--- src/rtl/spi_cmd_master.sv ---
// Two-byte SPI initiator (command byte then data byte) driving the sbasu3_top slave port.
// Build macro SPI_MISO_SYNC_EN inserts a 2-flop miso synchronizer (then CLK_DIV must be >= 3).
module spi_cmd_master #(
   parameter int CLK_DIV    = 4,
   parameter int GAP_CYCLES = 2
) (
   input  logic       sys_clk,
   input  logic       rst,
   input  logic       start,
   input  logic [7:0] cmd,
   input  logic [7:0] data,
   output logic       busy,
   output logic       done,
   output logic [7:0] rx_cmd,
   output logic [7:0] rx_data,
   output logic       ss,
   output logic       sclk,
   output logic       mosi,
   input  logic       miso
);
   typedef enum logic [2:0] {IDLE, CMD_BYTE, CMD_GAP, DATA_BYTE, DATA_GAP} state_t;

   localparam logic [7:0] DIV_LAST = 8'(CLK_DIV - 1);
   localparam logic [7:0] GAP_LAST = 8'(GAP_CYCLES - 1);

   state_t     state, state_nxt;
   logic [7:0] div_cnt, div_nxt;
   logic [2:0] bit_cnt, bit_nxt;
   logic [7:0] tx_sr, tx_nxt;
   logic [7:0] rx_sr, rx_nxt;
   logic [7:0] data_lat, data_lat_nxt;
   logic [7:0] rx_cmd_nxt, rx_data_nxt;
   logic       ss_nxt, sclk_nxt, mosi_nxt, busy_nxt, done_nxt;
   logic       miso_cap;
   logic [7:0] rx_shifted;

`ifdef SPI_MISO_SYNC_EN
   logic [1:0] miso_sync;

   always_ff @(posedge sys_clk) begin
      if (rst) miso_sync <= 2'b00;
      else     miso_sync <= {miso_sync[0], miso};
   end

   assign miso_cap = miso_sync[1];
`else
   assign miso_cap = miso;
`endif

   assign rx_shifted = {rx_sr[6:0], miso_cap};

   always_ff @(posedge sys_clk) begin
      if (rst) begin
         state    <= IDLE;
         div_cnt  <= 8'd0;
         bit_cnt  <= 3'd0;
         tx_sr    <= 8'd0;
         rx_sr    <= 8'd0;
         data_lat <= 8'd0;
         rx_cmd   <= 8'd0;
         rx_data  <= 8'd0;
         ss       <= 1'b0;
         sclk     <= 1'b0;
         mosi     <= 1'b0;
         busy     <= 1'b0;
         done     <= 1'b0;
      end else begin
         state    <= state_nxt;
         div_cnt  <= div_nxt;
         bit_cnt  <= bit_nxt;
         tx_sr    <= tx_nxt;
         rx_sr    <= rx_nxt;
         data_lat <= data_lat_nxt;
         rx_cmd   <= rx_cmd_nxt;
         rx_data  <= rx_data_nxt;
         ss       <= ss_nxt;
         sclk     <= sclk_nxt;
         mosi     <= mosi_nxt;
         busy     <= busy_nxt;
         done     <= done_nxt;
      end
   end

   // Every output is computed one cycle ahead so the pins come straight from flops.
   always_comb begin
      state_nxt    = state;
      div_nxt      = div_cnt;
      bit_nxt      = bit_cnt;
      tx_nxt       = tx_sr;
      rx_nxt       = rx_sr;
      data_lat_nxt = data_lat;
      rx_cmd_nxt   = rx_cmd;
      rx_data_nxt  = rx_data;
      ss_nxt       = ss;
      sclk_nxt     = sclk;
      mosi_nxt     = mosi;
      busy_nxt     = busy;
      done_nxt     = 1'b0;
      case (state)
         IDLE: begin
            if (start) begin
               state_nxt    = CMD_BYTE;
               tx_nxt       = cmd;
               data_lat_nxt = data;
               rx_nxt       = 8'd0;
               div_nxt      = 8'd0;
               bit_nxt      = 3'd0;
               ss_nxt       = 1'b1;
               sclk_nxt     = 1'b0;
               mosi_nxt     = cmd[7];
               busy_nxt     = 1'b1;
            end else begin
               busy_nxt = 1'b0;
            end
         end
         CMD_BYTE, DATA_BYTE: begin
            if (div_cnt != DIV_LAST) begin
               div_nxt = div_cnt + 8'd1;
            end else if (!sclk) begin
               div_nxt  = 8'd0;
               sclk_nxt = 1'b1;
            end else begin
               // End of a high half: sample miso, then either advance the bit or close the byte.
               div_nxt  = 8'd0;
               sclk_nxt = 1'b0;
               rx_nxt   = rx_shifted;
               if (bit_cnt == 3'd7) begin
                  bit_nxt  = 3'd0;
                  ss_nxt   = 1'b0;
                  mosi_nxt = 1'b0;
                  if (state == CMD_BYTE) begin
                     rx_cmd_nxt = rx_shifted;
                     state_nxt  = CMD_GAP;
                  end else begin
                     rx_data_nxt = rx_shifted;
                     state_nxt   = DATA_GAP;
                  end
               end else begin
                  bit_nxt  = bit_cnt + 3'd1;
                  tx_nxt   = {tx_sr[6:0], 1'b0};
                  mosi_nxt = tx_sr[6];
               end
            end
         end
         CMD_GAP: begin
            if (div_cnt == GAP_LAST) begin
               state_nxt = DATA_BYTE;
               div_nxt   = 8'd0;
               bit_nxt   = 3'd0;
               tx_nxt    = data_lat;
               rx_nxt    = 8'd0;
               ss_nxt    = 1'b1;
               mosi_nxt  = data_lat[7];
            end else begin
               div_nxt = div_cnt + 8'd1;
            end
         end
         DATA_GAP: begin
            if (div_cnt == GAP_LAST) begin
               state_nxt = IDLE;
               div_nxt   = 8'd0;
               busy_nxt  = 1'b0;
               done_nxt  = 1'b1;
            end else begin
               div_nxt = div_cnt + 8'd1;
            end
         end
         default: begin
            state_nxt = IDLE;
            div_nxt   = 8'd0;
            bit_nxt   = 3'd0;
            ss_nxt    = 1'b0;
            sclk_nxt  = 1'b0;
            mosi_nxt  = 1'b0;
            busy_nxt  = 1'b0;
         end
      endcase
   end
endmodule

--- config.mk ---
export PLATFORM = sky130hd
export DESIGN_NAME = spi_cmd_master
export DESIGN_NICKNAME = d
export VERILOG_FILES = /design/src/rtl/spi_cmd_master.sv
export SDC_FILE = /design/constraint.sdc
export NUM_CORES = 1
export LEC_CHECK = 0
export BUFFER_PORTS_ARGS = -buffer_cell sky130_fd_sc_hd__buf_2
export CELL_PAD_IN_SITES_DETAIL_PLACEMENT = 0
export CELL_PAD_IN_SITES_GLOBAL_PLACEMENT = 2
export CORE_MARGIN = 2
export CORE_UTILIZATION = 25
export CTS_CLUSTER_DIAMETER = 100
export DETAILED_ROUTE_END_ITERATION = 16
export PLACE_DENSITY = 0.59
export SLEW_MARGIN = 20
export SYNTH_ARGS = -nofsm -noshare
export SYNTH_HDL_FRONTEND = slang
export SYNTH_SLANG_ARGS = --single-unit
export TNS_END_PERCENT = 100
--- constraint.sdc ---
create_clock -name sys_clk -period 2.95 [get_ports sys_clk]
set_input_delay 0.885 -clock sys_clk [delete_from_list [all_inputs] [get_ports sys_clk]]
set_output_delay 0.885 -clock sys_clk [all_outputs]
set_load 0.02 [all_outputs]
==> results.yml, run 1 <==
grt:
  gr-total-overflow: 0
  grt_pass1_vias: 2289
  grt_usage_pct: 13.7
  grt_pass1_wl_um: 12400
  antenna_found_initial: 0
  grt_max_degree: 30
synth:
  syn_area_um2: 2740
  syn_inst: 311
  synth.yosys.seq_area_share_pct: 41.7
  synthAdderAreaFrac_pct: 1.83
  synthSimpleGateAreaFrac_pct: 26.0
  ys_warn_count: 0
  synth_top_family_by_area: "simple AND/OR/NAND/NOR gates"
  ys.flop_type: "dfxtp_1"
  synth-compound-area-share_pct: 13.1
  synth_xor_area_share_pct: 0
  synth-seq-cells: 57
  syn_area_per_cell_um2: 8.80
  async_flop_share_pct: 0
  synth_nets: 335
  synth.area.mux_share_pct: 13.4
  ys_types: 48
  synth_edf_count: 0
critical_path:
  start_kind: "register"
  required_ns: 3.16
  slowest_stage: "nand3_1"
  r2r-end: "rx_cmd[7]"
  r2r-start: "bit_cnt[0]"
  arrival_ns: 2.44
  setup.worst_path.end_class: "register"
  crit_type: "register to register"
  critical_path.max_fanout: 9
  cp_slowest_stage_delay_ns: 0.55
  path_cells: "ha_1, ha_1, nor4bb_1, nand3_1, mux2i_1, nor2_1"
  cpMostUsedCell: "ha_1"
  reg2reg_setup_slack_ns: 0.72
  worstRegToRegCells: 6
die:
  ios: 41
  rows: 38
  dieWidth_um: 109
  initial_utilization_pct: 25.5
  dieArea_um2: 11800
  die_y_um: 109
  core_area_um2: 10700
timing:
  setup_viol: 0
  tightest_slew_ns: 0.720
  slew_headroom_pct: 50.8
  max_freq_ghz: 0.449
  layout_worst_path_cycle_share_pct: 75.5
  final-max-slew-violation-count: 0
  hold_slack_ns: 0.458
  rsz0062_at_grt: "no"
  hold_viol_final: 0
  fin_setup_tns_ns: 0
  fin_crit_ns: 2.23
  fin_worst_skew_ns: 0.00828
flow_run:
  maxCapViolCount: 0
route:
  first_iter_violations: 104
  wl_per_cell_um: 14.8
  via_per_inst: 4.79
  drc: 0
  drtAntennaViolNets: 0
  routed_wl_um: 7360
  vias: 2392
  first_pass_iters: 4
pwr:
  power_frac_seq_pct: 45.6
  p_comb_share_pct: 10.4
  intPower_uw: 1330
  powerDensity_nw_per_um2: 534
  pwr-share-clk_pct: 44.1
  leakagePower_uw: 0.00142
  sw_frac_of_total_pct: 25.3
  vdd_drop_max_uv: 195
  p_switching_uw: 451
place:
  place_congestion: 0.717
  port_buffers: 40
  dpl.hpwl_um: 5060
clocking:
  cts.path.max_buffers: 2
  cts_resized: 0
  clkTransAtPathRegs_ns: 0.07
  cts_tree: "built"
  htree_levels: 3
  cts_sinks: 57
  cts_hold_buf: 0
  cts_buffers: 9
  cts-root-buf: "clkbuf_8"
  worstSkewPairLatency_ns: 0.34
  cts_setup_buffers: 0
run_status:
  status: "finished clean"
hold_path:
  hp-start: "data_lat[7]"
  hold-path-cell-count: 2
  worstHoldPathType: "register to register"
  min_to: "data_lat[7]"
layout:
  syn_to_final_growth_pct: 22.0
  diodes: 0
  drive_above_1_share_pct: 22.0
  nNetsFinal: 378
  layout_common_cells: "nand2_1, dfxtp_1, buf_2, mux2i_1, nor2_1"
==> metrics by stage <==
| stage | instance area, µm² | worst slack, ns | power [µW] | std cells | utilization (%) |
|---|---|---|---|---|---|
| after global routing | 3340 | 0.573 | 1880 | 499 | 31.1 |
| after CTS | 3340 | 0.707 | 1810 | 499 | 31.1 |
| after floorplan | 2740 | 0.902 | 953 | 311 | - |
| final | 3340 | 0.723 | 1780 | 499 | 31.1 |
| after global placement | 3130 | 0.662 | 1020 | 483 | 29.1 |
| after detailed placement | 3130 | 0.630 | 1020 | 483 | 29.1 |
==> cells in the mapped netlist, types with 5 or more instances <==
master,n,area share (%)
o211ai_1,5,1.4
dfxtp_1,57,42
o22a_1,5,1.6
a21oi_1,16,2.9
nor2b_1,7,1.6
mux2i_1,33,12
o21ai_0,7,1.3
clkbuf_1,18,2.5
nor2_1,24,3.3
nand2_1,57,7.8
nand3_1,9,1.6
o221ai_1,6,1.9
==> worst max path at each step <==
stage | cells after the start | startpoint | end | slack [ns]
2_1_floorplan | 6 | div_cnt[0] | tx_sr[0] | 0.90
3_5_place_dp | 6 | start | tx_sr[1] | 0.63
5_1_grt | 6 | bit_cnt[0] | rx_cmd[7] | 0.57
4_1_cts | 6 | bit_cnt[0] | rx_cmd[0] | 0.71
6_report | 6 | bit_cnt[0] | rx_cmd[7] | 0.72
3_3_place_gp | 6 | start | tx_sr[6] | 0.66
==> kinds of logic after synthesis <==
group | after synthesis
and+or+nand+nor | 136
muxes | 36
adders and majority gates | 4
DFF | 57
buffers and inverters | 25
AOI/OAI and AO/OA | 53
==> state kept, by name (all words and copies together) (netlist names) <==
name      cells
data_lat      8
div_cnt       8
rx_cmd        8
rx_data       8
rx_sr         7
tx_sr         7
bit_cnt       3
state         3
busy          1
done          1
mosi          1
sclk          1
ss            1
==> layer usage <==
layer	GRT usage [%]	part of all wire, %
met5	0	0
met4	4.40	1.3
met3	3.47	3.6
met2	19.9	44
met1	19.7	51
==> power by group through the flow <==
stage | logic (µW) | registers (µW) | clock network, µW
6_report | 185 | 813 | 786
5_1_grt | 208 | 816 | 852
2_1_floorplan | 126 | 827 | 0
4_1_cts | 188 | 813 | 809
3_3_place_gp | 187 | 831 | 0
3_5_place_dp | 187 | 830 | 0
==> cell type report <==
| cell class | count | area (µm²) |
|---|---|---|
| Multi-Input combinational cell | 229 | 1490 |
| Timing Repair Buffer | 52 | 303 |
| Fill cell | 1212 | 7410 |
| Sequential cell | 57 | 1140 |
| Clock buffer | 14 | 173 |
| Tap cell | 140 | 175 |
| Clock inverter | 2 | 35.0 |
| Inverter | 5 | 18.8 |
==> critical path, delay by kind of cell, from the launching register on <==
family,cells,cell delay [ns]
and+or+nand+nor,3,0.90
adders and majority gates,2,0.47
DFF,1,0.38
muxes,1,0.34
Power figures use the tool's default switching activity.
==> run 2, diff against run 1 <==
--- a/config.mk
+++ b/config.mk
@@ -5,6 +5,7 @@
 export SDC_FILE = /design/constraint.sdc
 export NUM_CORES = 1
 export LEC_CHECK = 0
+export ABC_AREA = 1
 export BUFFER_PORTS_ARGS = -buffer_cell sky130_fd_sc_hd__buf_2
 export CELL_PAD_IN_SITES_DETAIL_PLACEMENT = 0
 export CELL_PAD_IN_SITES_GLOBAL_PLACEMENT = 2
@@ -12,7 +13,7 @@
 export CORE_UTILIZATION = 25
 export CTS_CLUSTER_DIAMETER = 100
 export DETAILED_ROUTE_END_ITERATION = 16
-export PLACE_DENSITY = 0.59
+export PLACE_DENSITY = 0.62
 export SLEW_MARGIN = 20
 export SYNTH_ARGS = -nofsm -noshare
 export SYNTH_HDL_FRONTEND = slang
==> constraint.sdc (replaced) <==
create_clock -name sys_clk -period 2.2 [get_ports sys_clk]
set_input_delay 0.66 -clock sys_clk [delete_from_list [all_inputs] [get_ports sys_clk]]
set_output_delay 0.66 -clock sys_clk [all_outputs]
set_load 0.02 [all_outputs]
==> results.yml, run 2 <==
timing:
  layout_worst_path_cycle_share_pct: 84.3
  slew_headroom_pct: 61.5
  fin_crit_ns: 1.86
  tightest_slew_ns: 0.575
  max_freq_ghz: 0.539
  hold_viol_final: 0
  rsz0062_at_grt: "no"
  final-max-slew-violation-count: 0
  setup_viol: 0
  fin_setup_tns_ns: 0
  fin_worst_skew_ns: 0.00828
route:
  via_per_inst: 4.33
  first_pass_iters: 4
  drc: 0
  first_iter_violations: 89
  drtAntennaViolNets: 0
  vias: 2425
  wl_per_cell_um: 13.0
  routed_wl_um: 7290
hold_path:
  hold-path-cell-count: 2
  hp-start: "rx_data[6]"
  min_to: "rx_data[6]"
  worstHoldPathType: "register to register"
die:
  rows: 38
  die_y_um: 109
  core_area_um2: 10800
  dieWidth_um: 109
  initial_utilization_pct: 25.6
  ios: 41
  dieArea_um2: 11900
pwr:
  leakagePower_uw: 0.00150
  powerDensity_nw_per_um2: 1190
  intPower_uw: 2270
  power_frac_seq_pct: 34.8
  sw_frac_of_total_pct: 42.4
  p_comb_share_pct: 40.2
  vdd_drop_max_uv: 296
  p_switching_uw: 1670
  pwr-share-clk_pct: 25.0
synth:
  ys_types: 37
  ys_warn_count: 0
  synth.top_cell.area_share_pct: 41.2
  async_flop_share_pct: 0
  synth.largest_area_cell: "dfxtp_1"
  ys.flop_type: "dfxtp_1"
  syn_area_um2: 2770
  syn_inst: 370
  syn_area_per_cell_um2: 7.49
  synth_most_common_cell: "nor2_1"
  ys_top_cells_by_count: "nor2_1, dfxtp_1, nand2_1"
  synth_nets: 394
  synth.yosys.seq_area_share_pct: 41.2
  synth.area.top_cells: "dfxtp_1, nor2_1, nand2_1"
  synth_edf_count: 0
  synth-seq-cells: 57
place:
  port_buffers: 40
  dp_cells: 544
  place_congestion: 0.745
  dpl.hpwl_um: 5270
critical_path:
  cp_top_family: "simple AND/OR/NAND/NOR gates"
  worstRegToRegCells: 8
  crit_type: "register to register"
  critical_path.max_fanout: 10
  slowest_stage: "dfxtp_1"
  reg2reg_setup_slack_ns: 0.34
  path_buf_inv: 2
  start_kind: "register"
  r2r-end: "mosi"
  cp_slowest_stage_delay_ns: 0.44
  arrival_ns: 2.12
  required_ns: 2.47
  setup.worst_path.end_class: "register"
  r2r-start: "state[0]"
  path_cells: "inv_2, nor2_2, inv_2, nor2_4, nor2_8, nand2_1, nand2_1, a21oi_1"
clocking:
  worstSkewPairLatency_ns: 0.34
  htree_levels: 3
  cts_hold_buf: 0
  cts.path.max_buffers: 2
  cts-root-buf: "clkbuf_8"
  cts_buffers: 9
  cts_setup_buffers: 0
  cts_resized: 0
  cts_tree: "built"
  cts_sinks: 57
  clkTransAtPathRegs_ns: 0.07
layout:
  fin_cells: 560
  drive_above_1_share_pct: 22.9
  syn_to_final_growth_pct: 19.6
  final_common_cell: "nor2_1"
  nNetsFinal: 439
  layout_common_cells: "nor2_1, dfxtp_1, nand2_1, inv_1, buf_2"
  diodes: 0
grt:
  grt_pass1_wl_um: 12200
  gr-total-overflow: 0
  antenna_found_initial: 0
  grt_usage_pct: 13.6
  grt_pass1_vias: 2393
  grt_max_degree: 31
run_status:
  status: "finished clean"
flow_run:
  maxCapViolCount: 0
run 2: routing by layer:
metal  vias to the layer above  global-route usage (%)  part of all wire, %
met5                         -                       0                    0
li1                       1280                       -                    -
met4                         0                    4.52                  1.3
met2                        43                    21.3                   45
met1                      1096                    17.8                   49
met3                         6                    4.15                  4.2
run 2: cell families (layout without fill, tap and decap cells):
group	after synthesis	in the layout	share of synthesized area [%]
xor+xnor	2	2	0.632
compound gates	87	87	16.8
buf+inv	62	112	9.12
simple gates	158	158	30.4
fa+ha+maj	4	4	1.81
flops	57	57	41.2
run 2: final cells by class:
cell class / count / area [µm²]
clock buffers: 9 / 124
fillers: 1247 / 7530
well taps: 140 / 175
clock inverters: 7 / 71.3
repair buffers: 44 / 230
inverters: 52 / 195
flip-flops and latches: 57 / 1140
multi-input cells: 251 / 1380
run 2: tightest hold or removal path: stages (launching register included):
cell     delay, ns
dfxtp_1       0.31
inv_1         0.04
a21oi_1       0.05
run 2: worst max-delay path by stage:
stage / to / from / slack (ns) / depth (start not counted)
6_report: mosi / state[0] / 0.34 / 8
5_1_grt: bit_cnt[0] / state[0] / 0.14 / 8
4_1_cts: div_cnt[0] / state[0] / 0.32 / 8
3_5_place_dp: div_cnt[0] / state[0] / 0.32 / 8
3_3_place_gp: mosi / state[0] / 0.33 / 8
2_1_floorplan: div_cnt[4] / rst / 0.55 / 6
run 2: through the flow:
step	total power [µW]	hold WS, ns	setup WS [ns]	utilization, %	area (µm²)
final	3940	0.440	0.344	30.6	3310
after global routing	4290	0.457	0.139	30.6	3310
after CTS	4010	0.445	0.315	30.6	3310
after detailed placement	3010	0.433	0.323	28.8	3120
after global placement	3010	0.434	0.332	28.8	3120
after floorplan	2600	0.425	0.549	-	2770
run 2: power by group through the flow:
stage | Sequential (µW) | Clock, µW | Combinational [µW]
floorplan | 1400 | 0 | 1200
global placement | 1400 | 0 | 1620
detailed placement | 1400 | 0 | 1610
CTS | 1370 | 1020 | 1620
global route | 1400 | 1070 | 1820
finish | 1370 | 982 | 1580
==> run 3, diff against run 2 <==
--- a/config.mk
+++ b/config.mk
@@ -5,7 +5,7 @@
 export SDC_FILE = /design/constraint.sdc
 export NUM_CORES = 1
 export LEC_CHECK = 0
-export ABC_AREA = 1
+export ABC_AREA = 0
 export BUFFER_PORTS_ARGS = -buffer_cell sky130_fd_sc_hd__buf_2
 export CELL_PAD_IN_SITES_DETAIL_PLACEMENT = 0
 export CELL_PAD_IN_SITES_GLOBAL_PLACEMENT = 2
@@ -13,7 +13,7 @@
 export CORE_UTILIZATION = 25
 export CTS_CLUSTER_DIAMETER = 100
 export DETAILED_ROUTE_END_ITERATION = 16
-export PLACE_DENSITY = 0.62
+export PLACE_DENSITY = 0.59
 export SLEW_MARGIN = 20
 export SYNTH_ARGS = -nofsm -noshare
 export SYNTH_HDL_FRONTEND = slang
==> constraint.sdc (replaced) <==
create_clock -name sys_clk -period 1.9 [get_ports sys_clk]
set_input_delay 0.57 -clock sys_clk [delete_from_list [all_inputs] [get_ports sys_clk]]
set_output_delay 0.57 -clock sys_clk [all_outputs]
set_load 0.02 [all_outputs]
==> results.yml, run 3 (synthesized netlist as in run 1, its figures left out) <==
timing:
  slew_headroom_pct: 64.9
  tightest_slew_ns: 0.525
  layout_worst_path_cycle_share_pct: 98.6
  final-max-slew-violation-count: 0
  setup_viol: 0
  fin_worst_skew_ns: 0.0138
  rsz0062_at_grt: "yes"
  max_freq_ghz: 0.534
  hold_viol_final: 0
  fin_setup_tns_ns: 0
  fin_crit_ns: 1.87
layout:
  fin_util_pct: 34.0
  fill_cells: 1196
  nNetsFinal: 409
  syn_to_final_growth_pct: 33.4
  drive_above_1_share_pct: 30.3
  final_area_um2: 3650
  diodes: 0
  final_common_cell: "nand2_1"
  layout_common_cells: "nand2_1, dfxtp_1, buf_2, buf_4, mux2i_1"
grt:
  grt_pass1_wl_um: 12700
  gr-total-overflow: 0
  grt_usage_pct: 14.1
  antenna_found_initial: 0
  grt_pass1_vias: 2499
  grt_max_degree: 22
clocking:
  cts_hold_buf: 0
  worstSkewPairLatency_ns: 0.35
  cts_sinks: 57
  cts_tree: "built"
  cts.path.max_buffers: 2
  cts_buffers: 9
  cts-root-buf: "clkbuf_8"
  htree_levels: 3
  clkTransAtPathRegs_ns: 0.07
place:
  place_congestion: 0.752
  dpl.hpwl_um: 5480
  port_buffers: 40
  postPlaceCellArea_um2: 3380
critical_path:
  r2r-start: "bit_cnt[0]"
  worstRegToRegCells: 5
  path_cells: "ha_1, ha_1, a21oi_1, or4b_4, mux2_4"
  crit_type: "register to register"
  start_kind: "register"
  cp_slowest_stage_delay_ns: 0.51
  slowest_stage: "or4b_4"
  arrival_ns: 2.11
  setup.worst_path.end_class: "register"
  critical_path.max_fanout: 3
  reg2reg_setup_slack_ns: 0.03
  required_ns: 2.14
  r2r-end: "tx_sr[0]"
  cpMostUsedCell: "ha_1"
pwr:
  vdd_drop_max_uv: 316
  leakagePower_uw: 0.00160
  power.total_uw: 2780
  powerDensity_nw_per_um2: 762
route:
  first_pass_iters: 4
  drtAntennaViolNets: 0
  drc: 0
  first_iter_violations: 69
  routed_wl_um: 7610
  vias: 2500
  via_per_inst: 4.72
  wl_per_cell_um: 14.3
flow_run:
  maxCapViolCount: 0
run_status:
  status: "finished clean"
die:
  rows: 38
  initial_utilization_pct: 25.5
  die_y_um: 109
  dieArea_um2: 11800
  ios: 41
  core_area_um2: 10700
  dieWidth_um: 109
hold_path:
  hold-path-cell-count: 2
  min_to: "tx_sr[6]"
  hp-start: "tx_sr[6]"
  worstHoldPathType: "register to register"
==> run 3: worst max path at each step <==
stage	start	cells after the start	slack, ns	to
detailed placement	div_cnt[1]	7	-0.08	bit_cnt[2]
finish	bit_cnt[0]	5	0.03	tx_sr[0]
global route	bit_cnt[0]	8	-0.03	rx_cmd[3]
global placement	div_cnt[2]	5	-0.01	tx_sr[5]
CTS	bit_cnt[0]	6	0.006	tx_sr[4]
floorplan	div_cnt[1]	6	-0.09	tx_sr[0]
==> run 3: critical path: cells and delay by family (launching register included) <==
family	cells	cell delay, ns
adders and majority gates	2	0.40
and+or+nand+nor	1	0.51
DFF	1	0.34
AOI/OAI and AO/OA	1	0.22
muxes	1	0.31
==> run 3: cell type report <==
class	count	area [µm²]	share of cell area (%)
multi-input cells	229	1530	41.9
repair buffers	83	577	15.8
flip-flops and latches	57	1140	31.3
inverters	5	18.8	0.514
clock inverters	5	53.8	1.47
clock buffers	11	151	4.15
well taps	140	175	4.80
==> run 3: what timing repair did <==
action	CTS	global route
gates cloned	0	0
gates resized for setup	3	5
hold endpoints to repair	0	0
pin swaps	2	1
buffers inserted	2	0
endpoints found under the setup margin	18	14
==> run 3: power breakdown <==
part | total (µW) | internal, µW | switching (µW)
clock network | 1190 | 672 | 513
logic | 338 | 160 | 178
registers | 1260 | 1230 | 24.7
total | 2780 | 2070 | 716
==> run 3: metal layers <==
layer / GRT usage [%] / routed length, µm
met1: 19.5 / 3870
met2: 21.0 / 3340
met5: 0 / 0
met4: 5.13 / 119
met3: 3.89 / 272
==> run 3: per-stage QoR <==
stage,setup WS (ns),std cells,hold WS (ns)
final,0.0274,530,0.457
after global routing,-0.0252,530,0.453
after CTS,0.00650,530,0.443
after detailed placement,-0.0752,512,0.447
after global placement,-0.0134,512,0.447
after floorplan,-0.0863,311,0.432
